## src/rtl/fetch_pkg.sv

```systemverilog
// Shared definitions for the RV32I instruction-fetch stage.
package fetch_pkg;

   typedef enum logic [1:0] {
      ST_FETCH   = 2'd0,
      ST_HOLD    = 2'd1,
      ST_DISCARD = 2'd2
   } fetch_state_e;

   localparam logic [31:0] NOP_INSTR_DEF = 32'h0000_0013;
   localparam logic [31:0] RESET_PC_DEF  = 32'h0000_0000;

endpackage

```

## src/rtl/fetch_stage_if_id_reg.sv

```systemverilog
// IF/ID pipeline register: flush beats stall, stall beats load, and an idle cycle inserts a bubble.
module if_id_reg
   import fetch_pkg::*;
#(
   parameter int          XLEN      = 32,
   parameter logic [31:0] NOP_INSTR = NOP_INSTR_DEF
) (
   input  logic            clk,
   input  logic            reset,
   input  logic            flush,
   input  logic            stall,
   input  logic            load,
   input  logic [31:0]     instr_in,
   input  logic [XLEN-1:0] pc_in,
   input  logic [XLEN-1:0] pc_plus4_in,
   output logic [31:0]     instr_out,
   output logic [XLEN-1:0] pc_out,
   output logic [XLEN-1:0] pc_plus4_out,
   output logic            valid_out
);

   logic [31:0]     instr_q, instr_d;
   logic [XLEN-1:0] pc_q, pc_d;
   logic [XLEN-1:0] pc_plus4_q, pc_plus4_d;
   logic            valid_q, valid_d;

   always_comb begin
      instr_d    = instr_q;
      pc_d       = pc_q;
      pc_plus4_d = pc_plus4_q;
      valid_d    = valid_q;
      if (flush || (!stall && !load)) begin
         instr_d    = NOP_INSTR;
         pc_d       = '0;
         pc_plus4_d = '0;
         valid_d    = 1'b0;
      end else if (!stall) begin
         instr_d    = instr_in;
         pc_d       = pc_in;
         pc_plus4_d = pc_plus4_in;
         valid_d    = 1'b1;
      end
   end

   always_ff @(posedge clk) begin
      if (!reset) begin
         instr_q    <= NOP_INSTR;
         pc_q       <= '0;
         pc_plus4_q <= '0;
         valid_q    <= 1'b0;
      end else begin
         instr_q    <= instr_d;
         pc_q       <= pc_d;
         pc_plus4_q <= pc_plus4_d;
         valid_q    <= valid_d;
      end
   end

   assign instr_out    = instr_q;
   assign pc_out       = pc_q;
   assign pc_plus4_out = pc_plus4_q;
   assign valid_out    = valid_q;

endmodule

```

## src/rtl/fetch_stage.sv

```systemverilog
// IF stage: owns PCF, runs a single-outstanding imem request FSM and feeds the IF/ID register.
module fetch_stage
   import fetch_pkg::*;
#(
   parameter int              XLEN      = 32,
   parameter logic [XLEN-1:0] RESET_PC  = XLEN'(RESET_PC_DEF),
   parameter logic [31:0]     NOP_INSTR = NOP_INSTR_DEF
) (
   input  logic            clk,
   input  logic            reset,
   input  logic            stallF,
   input  logic            stallD,
   input  logic            flushD,
   input  logic            PC_srcE,
   input  logic [XLEN-1:0] PC_targetE,
   output logic            imem_req,
   output logic [XLEN-1:0] imem_addr,
   input  logic            imem_ack,
   input  logic [31:0]     imem_rdata,
   output logic [31:0]     instrD,
   output logic [XLEN-1:0] PCD,
   output logic [XLEN-1:0] PC_plus4D,
   output logic            validD,
   output logic            fetch_busy
);

   fetch_state_e    state_q, state_d;
   logic [XLEN-1:0] pcf_q, pcf_d;
   logic [XLEN-1:0] pend_addr_q, pend_addr_d;
   logic [31:0]     buf_q, buf_d;

   logic            advance;
   logic [XLEN-1:0] pcf_plus4;
   logic            ifid_load;
   logic            ifid_hold;
   logic [31:0]     ifid_instr;

   assign advance   = !(stallF || stallD);
   assign pcf_plus4 = pcf_q + XLEN'(4);

   always_ff @(posedge clk) begin
      if (!reset) begin
         state_q <= ST_FETCH;
         pcf_q   <= RESET_PC;
      end else begin
         state_q <= state_d;
         pcf_q   <= pcf_d;
      end
   end

   always_ff @(posedge clk) begin
      pend_addr_q <= pend_addr_d;
      buf_q       <= buf_d;
   end

   always_comb begin
      state_d     = state_q;
      pcf_d       = pcf_q;
      pend_addr_d = pend_addr_q;
      buf_d       = buf_q;
      ifid_load   = 1'b0;
      ifid_hold   = 1'b0;
      ifid_instr  = imem_rdata;
      case (state_q)
         ST_FETCH: begin
            // An unacked request must still be drained, so remember where it went.
            if (PC_srcE) begin
               pcf_d = PC_targetE;
               if (!imem_ack) begin
                  pend_addr_d = pcf_q;
                  state_d     = ST_DISCARD;
               end
            end else if (imem_ack && advance) begin
               ifid_load = 1'b1;
               pcf_d     = pcf_plus4;
            end else if (imem_ack) begin
               buf_d     = imem_rdata;
               ifid_hold = 1'b1;
               state_d   = ST_HOLD;
            end
         end
         ST_HOLD: begin
            ifid_instr = buf_q;
            if (PC_srcE) begin
               pcf_d   = PC_targetE;
               state_d = ST_FETCH;
            end else if (advance) begin
               ifid_load = 1'b1;
               pcf_d     = pcf_plus4;
               state_d   = ST_FETCH;
            end
         end
         ST_DISCARD: begin
            if (PC_srcE) begin
               pcf_d = PC_targetE;
            end
            if (imem_ack) begin
               state_d = ST_FETCH;
            end
         end
         default: state_d = ST_FETCH;
      endcase
   end

   always_comb begin
      imem_req   = reset && ((state_q == ST_FETCH) || (state_q == ST_DISCARD));
      imem_addr  = (state_q == ST_DISCARD) ? pend_addr_q : pcf_q;
      fetch_busy = (state_q == ST_DISCARD) || ((state_q == ST_FETCH) && !imem_ack);
   end

   if_id_reg #(
      .XLEN      (XLEN),
      .NOP_INSTR (NOP_INSTR)
   ) u_if_id (
      .clk          (clk),
      .reset        (reset),
      .flush        (flushD || PC_srcE),
      .stall        (stallD || ifid_hold),
      .load         (ifid_load),
      .instr_in     (ifid_instr),
      .pc_in        (pcf_q),
      .pc_plus4_in  (pcf_plus4),
      .instr_out    (instrD),
      .pc_out       (PCD),
      .pc_plus4_out (PC_plus4D),
      .valid_out    (validD)
   );

endmodule

```

## config.mk

```make
export PLATFORM = sky130hd
export DESIGN_NAME = fetch_stage
export DESIGN_NICKNAME = d
export VERILOG_FILES = /design/src/rtl/fetch_pkg.sv /design/src/rtl/fetch_stage_if_id_reg.sv /design/src/rtl/fetch_stage.sv
export SDC_FILE = /design/constraint.sdc
export NUM_CORES = 1
export LEC_CHECK = 0
export CAP_MARGIN = 5
export CORE_ASPECT_RATIO = 2
export CORE_UTILIZATION = 55
export CTS_BUF_LIST = sky130_fd_sc_hd__clkbuf_4 sky130_fd_sc_hd__clkbuf_8 sky130_fd_sc_hd__clkbuf_16
export CTS_CLUSTER_DIAMETER = 80
export DETAILED_ROUTE_END_ITERATION = 12
export DONT_BUFFER_PORTS = 1
export HOLD_SLACK_MARGIN = 0.08
export PLACE_DENSITY_LB_ADDON = 0.08
export SYNTH_ARGS = -nofsm -noshare
export SYNTH_HDL_FRONTEND = slang
export SYNTH_SLANG_ARGS = --single-unit
```

## constraint.sdc

```tcl
create_clock -name clk -period 4.55 [get_ports clk]
set_input_delay 1.365 -clock clk [delete_from_list [all_inputs] [get_ports clk]]
set_output_delay 1.365 -clock clk [all_outputs]
set_load 0.03 [all_outputs]
```

==> results.toml, run 1 <==
[outcome]
status = "finished clean"

[floorplan]
die_area_um2 = 16000
die_w_um = 89.9
start_util = 0.567
pin_count = 202
coreArea_um2 = 15000
die_h_um = 178
rows = 63

[synth]
yosysUniqueCellTypes = 64
netlist_area_um2 = 8500
yosysWarnings = 0
synth_area_leader_cell = "dfxtp_1"
yosys-top-cells-area = "dfxtp_1 30%, edfxtp_1 23%, a211oi_1 4.9%"
netlist_instances = 856
synth_edf_count = 64
synth_flop_cell = "dfxtp_1"
synth.net_count = 928
async_reset_ff_frac = 0
ys_ff_latch = 193
seq_area_frac_synth = 0.530
syn_avg_cell_area_um2 = 9.93
synth_top_area_frac = 0.304

[routing]
drc_errors = 0
routed_wl_um = 22100
vias = 6324
wire_per_inst_um = 21.5
ant_nets = 0
via_per_inst = 6.16
drt_first_pass_iters = 5
drt-initial-drc-count = 291

[worst_hold_path]
holdCritPathClass = "reg -> reg"
whs_path_depth = 2

[grt]
grt_max_degree = 113
track_usage = 0.274
antenna_found_initial = 3
grt_overflow_total = 0
grt_pass1_wl_um = 33800
grt_pass1_vias = 6310

[critical_path]
required_ns = 3.18
r2r_cells = 5
end_kind = "output port"
setup.worst_path.end = "imem_addr[24]"
arrival_ns = 2.39
crit_cells = 3
cp-start-kind = "flip-flop"
cp_cell_sequence = "nor2b_4 -> buf_12 -> mux2_2"
cp-startpoint = "state_q[1]"
r2r_slack_ns = 1.74
cpLargestDelayFamily = "simple AND/OR/NAND/NOR gates"
slowest_delay_ns = 0.69
rr_startpoint = "state_q[0]"
worstSetupPathType = "reg -> out"
r2r_end = "pcf_q[27]"
cp_max_fo = 25
cp_slowest_cell = "nor2b_4"
path_buf_inv = 1

[sta]
rsz0062_at_grt = "no"
slew_headroom = 0.202
tns_ns = 0
finalCriticalPeriod_ns = 3.76
fin_skew_ns = 0.00973
drv_slew = 0
tightest_slew_ns = 1.19
fmax_mhz = 266
min_period_over_period = 0.826
setup_violations = 0
hold_violations = 0

[power]
ir_worst_vdd_uv = 285
p_switching_uw = 994
pwr_density_cell_nw_per_um2 = 412
combPwrFrac = 0.093
seq_power_share = 0.512
swShare = 0.263
internal_power_mw = 2.78
power_frac_clock = 0.395
leakage_nw = 3.05

[clock_network]
cts_htree_levels = 4
postCtsHoldBufs = 0
cts_tree = "built"
cts_buffer_depth = 2
numCtsBuffers = 17
clk_pin_slew_worst_paths_ns = 0.07
post-cts-setup-buffers = 0
clkLatencyLatePin_ns = 0.42
cts_resized = 0
cts-root-buf = "clkbuf_16"
clock_sinks = 193

[placement]
globalplace.congestion = 0.874
place_hpwl_um = 15600
place_area_um2 = 8570
port_buffers = 0

[final_layout]
drive_above_1_share = 0.112
nets = 887
syn2layout_area_growth_pct = 7.85
design_area_um2 = 9170

[run]
cap_violations = 0
## cell usage in the layout, fill, tap and decap left out, types with 15 or more instances in the layout
master	instances
buf_4	15
nor2_1	94
edfxtp_1	64
clkbuf_16	17
mux2_2	25
a21oi_1	54
dfxtp_1	129
xnor2_1	16
mux2i_1	37
nand2_1	108
a211oi_1	56
o21ai_0	25
## metrics by stage
stage	total power, mW	std cells	hold slack [ns]	utilization	worst slack (ns)
2_1_floorplan	2.24	856	0.403	-	0.457
3_3_place_gp	2.31	991	0.461	0.572	1.24
3_5_place_dp	2.32	991	0.485	0.572	1.19
4_1_cts	3.80	1023	0.501	0.611	0.780
5_1_grt	3.90	1026	0.529	0.612	0.677
6_report	3.78	1026	0.502	0.612	0.792
## tightest hold or removal path: stages, from the launching register on
cell and delay (ns):
dfxtp_1 0.34, nand2_1 0.07, a21oi_1 0.05
## Yosys cell counts, types with 2 or more instances
library cell  number
and2_1             8
o21ai_0           25
nor4_1            12
nand3_1           14
o21a_1             6
buf_2              9
o211ai_1           3
nand2_1          108
nor2_1            94
inv_1             10
nor4_4             3
nand4_1           10
a22oi_1            5
o32ai_1            2
o21ai_1            2
clkbuf_2           2
xnor2_1           16
clkbuf_1          51
a21boi_0           2
or3_1              4
o31a_1             5
xor2_1            12
and3_1             5
a211oi_1          56
edfxtp_1          64
nor2b_1            4
a21o_1             3
a221oi_1           2
and4_1             5
a21oi_1           55
nand4b_1           2
buf_4              6
buf_1              3
o22ai_1            6
nor3_1            14
dfxtp_1          129
mux2_2            25
a211o_1            5
a31oi_1            5
mux2i_1           37
clkbuf_8           4
## power groups by stage
stage / Clock, mW / Combinational [mW] / Sequential [mW]
floorplan: 0 / 0.311 / 1.93
global placement: 0 / 0.342 / 1.97
detailed placement: 0 / 0.352 / 1.97
CTS: 1.52 / 0.353 / 1.93
global route: 1.58 / 0.381 / 1.94
finish: 1.49 / 0.353 / 1.93
## layer usage
layer | GRT usage | vias up | wire, um
met2 | 0.499 | 284 | 11800
met3 | 0.0788 | 51 | 1650
met4 | 0.166 | 0 | 798
li1 | - | 2989 | -
met1 | 0.273 | 3000 | 7910
met5 | 0 | - | 0
## flip-flops by register name (all words and copies together), names as in the netlist
name,flops
pend_addr_q,32
u_if_id.valid_out,1
u_if_id.pc_out,32
buf_q,32
state_q,2
u_if_id.pc_plus4_out,30
pcf_q,32
u_if_id.instr_out,32
## worst min-delay path by stage
stage / from / to
detailed placement: pcf_q[0] / pend_addr_q[0]
global placement: pcf_q[1] / pend_addr_q[1]
CTS: pcf_q[0] / pend_addr_q[0]
global route: pcf_q[0] / pend_addr_q[0]
finish: pcf_q[1] / u_if_id.pc_out[1]
floorplan: pcf_q[7] / pend_addr_q[7]
## final cells by class
type	instances	area, um2
tap	195	244
fill	1260	5810
clock inverter	14	153
sequential	193	4500
timing repair buffer	17	153
inverter	10	37.5
multi-input combinational	576	3630
clock buffer	18	433
antenna	3	7.51
## cells by family (layout without fill, tap and decap cells)
logic type / count (synthesis) / count (layout) / synth area share
other cells: 0 / 3 / 0
buf+inv: 87 / 59 / 0.0496
xor+xnor: 28 / 28 / 0.0289
flops: 193 / 193 / 0.530
mux: 62 / 62 / 0.0767
compound gates: 191 / 191 / 0.147
simple gates: 294 / 294 / 0.166
fa+ha+maj: 1 / 1 / 0.00147
(Power assumes the default switching activity.)
==> run 2, diff against run 1 <==
- clock period: 4.55 -> 3.7 ns (I/O delays scaled with it)
==> results.toml, run 2 (synthesized netlist as in run 1, its figures left out) <==
[routing]
wire_per_inst_um = 21.3
drc_errors = 0
ant_nets = 0
via_per_inst = 6.16
routed_wl_um = 22000
vias = 6357
drt-initial-drc-count = 353
drt_first_pass_iters = 7

[floorplan]
die_w_um = 89.9
rows = 63
die_h_um = 178
pin_count = 202
die_area_um2 = 16000
coreArea_um2 = 15000
start_util = 0.567

[critical_path]
cp_max_fo = 37
path_buf_inv = 1
cp_cell_sequence = "nor2b_4 -> buf_12 -> o21ai_0"
cp_slowest_cell = "o21ai_0"
arrival_ns = 2.30
r2r_end = "pcf_q[2]"
cpLargestDelayFamily = "compound AO/OA/AOI/OAI gates"
r2r_cells = 5
rr_startpoint = "state_q[0]"
end_kind = "output port"
cp-start-kind = "flip-flop"
required_ns = 2.59
r2r_slack_ns = 0.95
worstSetupPathType = "reg -> out"
slowest_delay_ns = 0.81

[clock_network]
clk_pin_slew_worst_paths_ns = 0.07
clock_sinks = 193
postCtsHoldBufs = 0
cts-root-buf = "clkbuf_16"
cts_buffer_depth = 2
cts_tree = "built"
cts_resized = 0
clkLatencyLatePin_ns = 0.43
post-cts-setup-buffers = 0
cts_htree_levels = 4
numCtsBuffers = 17

[final_layout]
syn2layout_area_growth_pct = 8.52
fin_util = 0.616
nets = 894
layout_common_cells = "129 x dfxtp_1, 108 x nand2_1, 94 x nor2_1"
drive_above_1_share = 0.120
final_common_cell = "dfxtp_1"

[worst_hold_path]
whs_path_depth = 2
hp-start = "pcf_q[1]"
holdPathEnd = "u_if_id.pc_out[1]"
holdCritPathClass = "reg -> reg"

[grt]
grt_pass1_wl_um = 34200
grt_overflow_total = 0
antenna_found_initial = 3
grt_pass1_vias = 6422
grt_max_degree = 105
track_usage = 0.277

[placement]
globalplace.congestion = 0.844
place_hpwl_um = 15600
port_buffers = 0

[sta]
drv_slew = 0
tns_ns = 0
setup_violations = 0
fin_skew_ns = 0.0116
finalCriticalPeriod_ns = 3.41
rsz0062_at_grt = "no"
min_period_over_period = 0.920
fmax_mhz = 294
slew_headroom = 0.311
hold_slack_ns = 0.496
tightest_slew_ns = 1.02
hold_violations = 0

[power]
p_switching_mw = 1.25
combPwrFrac = 0.096
leakage_nw = 3.09
pwr_density_cell_nw_per_um2 = 504
seq_power_share = 0.511
finalPower_mw = 4.64
power_frac_clock = 0.393
ir_worst_vdd_uv = 335
swShare = 0.269
internal_power_mw = 3.39

[run]
cap_violations = 0

[outcome]
status = "finished clean"
[run 2: cell type report]
type / instances / area, um2
inverters: 10 / 37.5
diodes: 2 / 5.00
flip-flops and latches: 193 / 4500
repair buffers: 24 / 205
clock inverters: 13 / 140
well taps: 195 / 244
clock buffers: 19 / 447
fillers: 1303 / 5750
multi-input cells: 576 / 3640
[run 2: power by group through the flow]
| stage | logic (mW) | registers, mW | clock network, mW |
|---|---|---|---|
| detailed placement | 0.444 | 2.42 | 0 |
| finish | 0.446 | 2.37 | 1.83 |
| CTS | 0.445 | 2.37 | 1.86 |
| global route | 0.484 | 2.38 | 1.94 |
| global placement | 0.433 | 2.41 | 0 |
| floorplan | 0.383 | 2.38 | 0 |
[run 2: stage by stage]
stage                     cell area (um2)  setup WS [ns]  std cells
final                                9220          0.295       1032
after global routing                 9220          0.180       1032
after CTS                            9220          0.328       1030
after detailed placement             8630          0.663        998
after global placement               8630          0.648        998
after floorplan                      8500          0.136        856
[run 2: how the worst max path moves through the flow]
stage | startpoint | to | slack, ns | depth (start not counted)
final | state_q[0] | imem_addr[14] | 0.29 | 3
after global routing | state_q[0] | imem_addr[14] | 0.18 | 3
after CTS | state_q[0] | imem_addr[14] | 0.33 | 3
after detailed placement | imem_ack | pcf_q[2] | 0.66 | 5
after global placement | imem_ack | pcf_q[2] | 0.65 | 5
after floorplan | PC_srcE | buf_q[0] | 0.14 | 3
[run 2: metal layers]
layer  global-route usage  part of all wire  vias to the layer above
met3               0.0827             0.069                       52
met1                0.278              0.36                     3041
li1                     -                 -                     3005
met4                0.145             0.034                        0
met5                    0                 0                        -
met2                0.512              0.54                      259
[run 2: worst min-delay path, delay by kind of cell, from the launching register on]
family / cells / cell delay, ns
flip-flops: 1 / 0.34
AND/OR/NAND/NOR: 1 / 0.06
AO/OA/AOI/OAI: 1 / 0.05
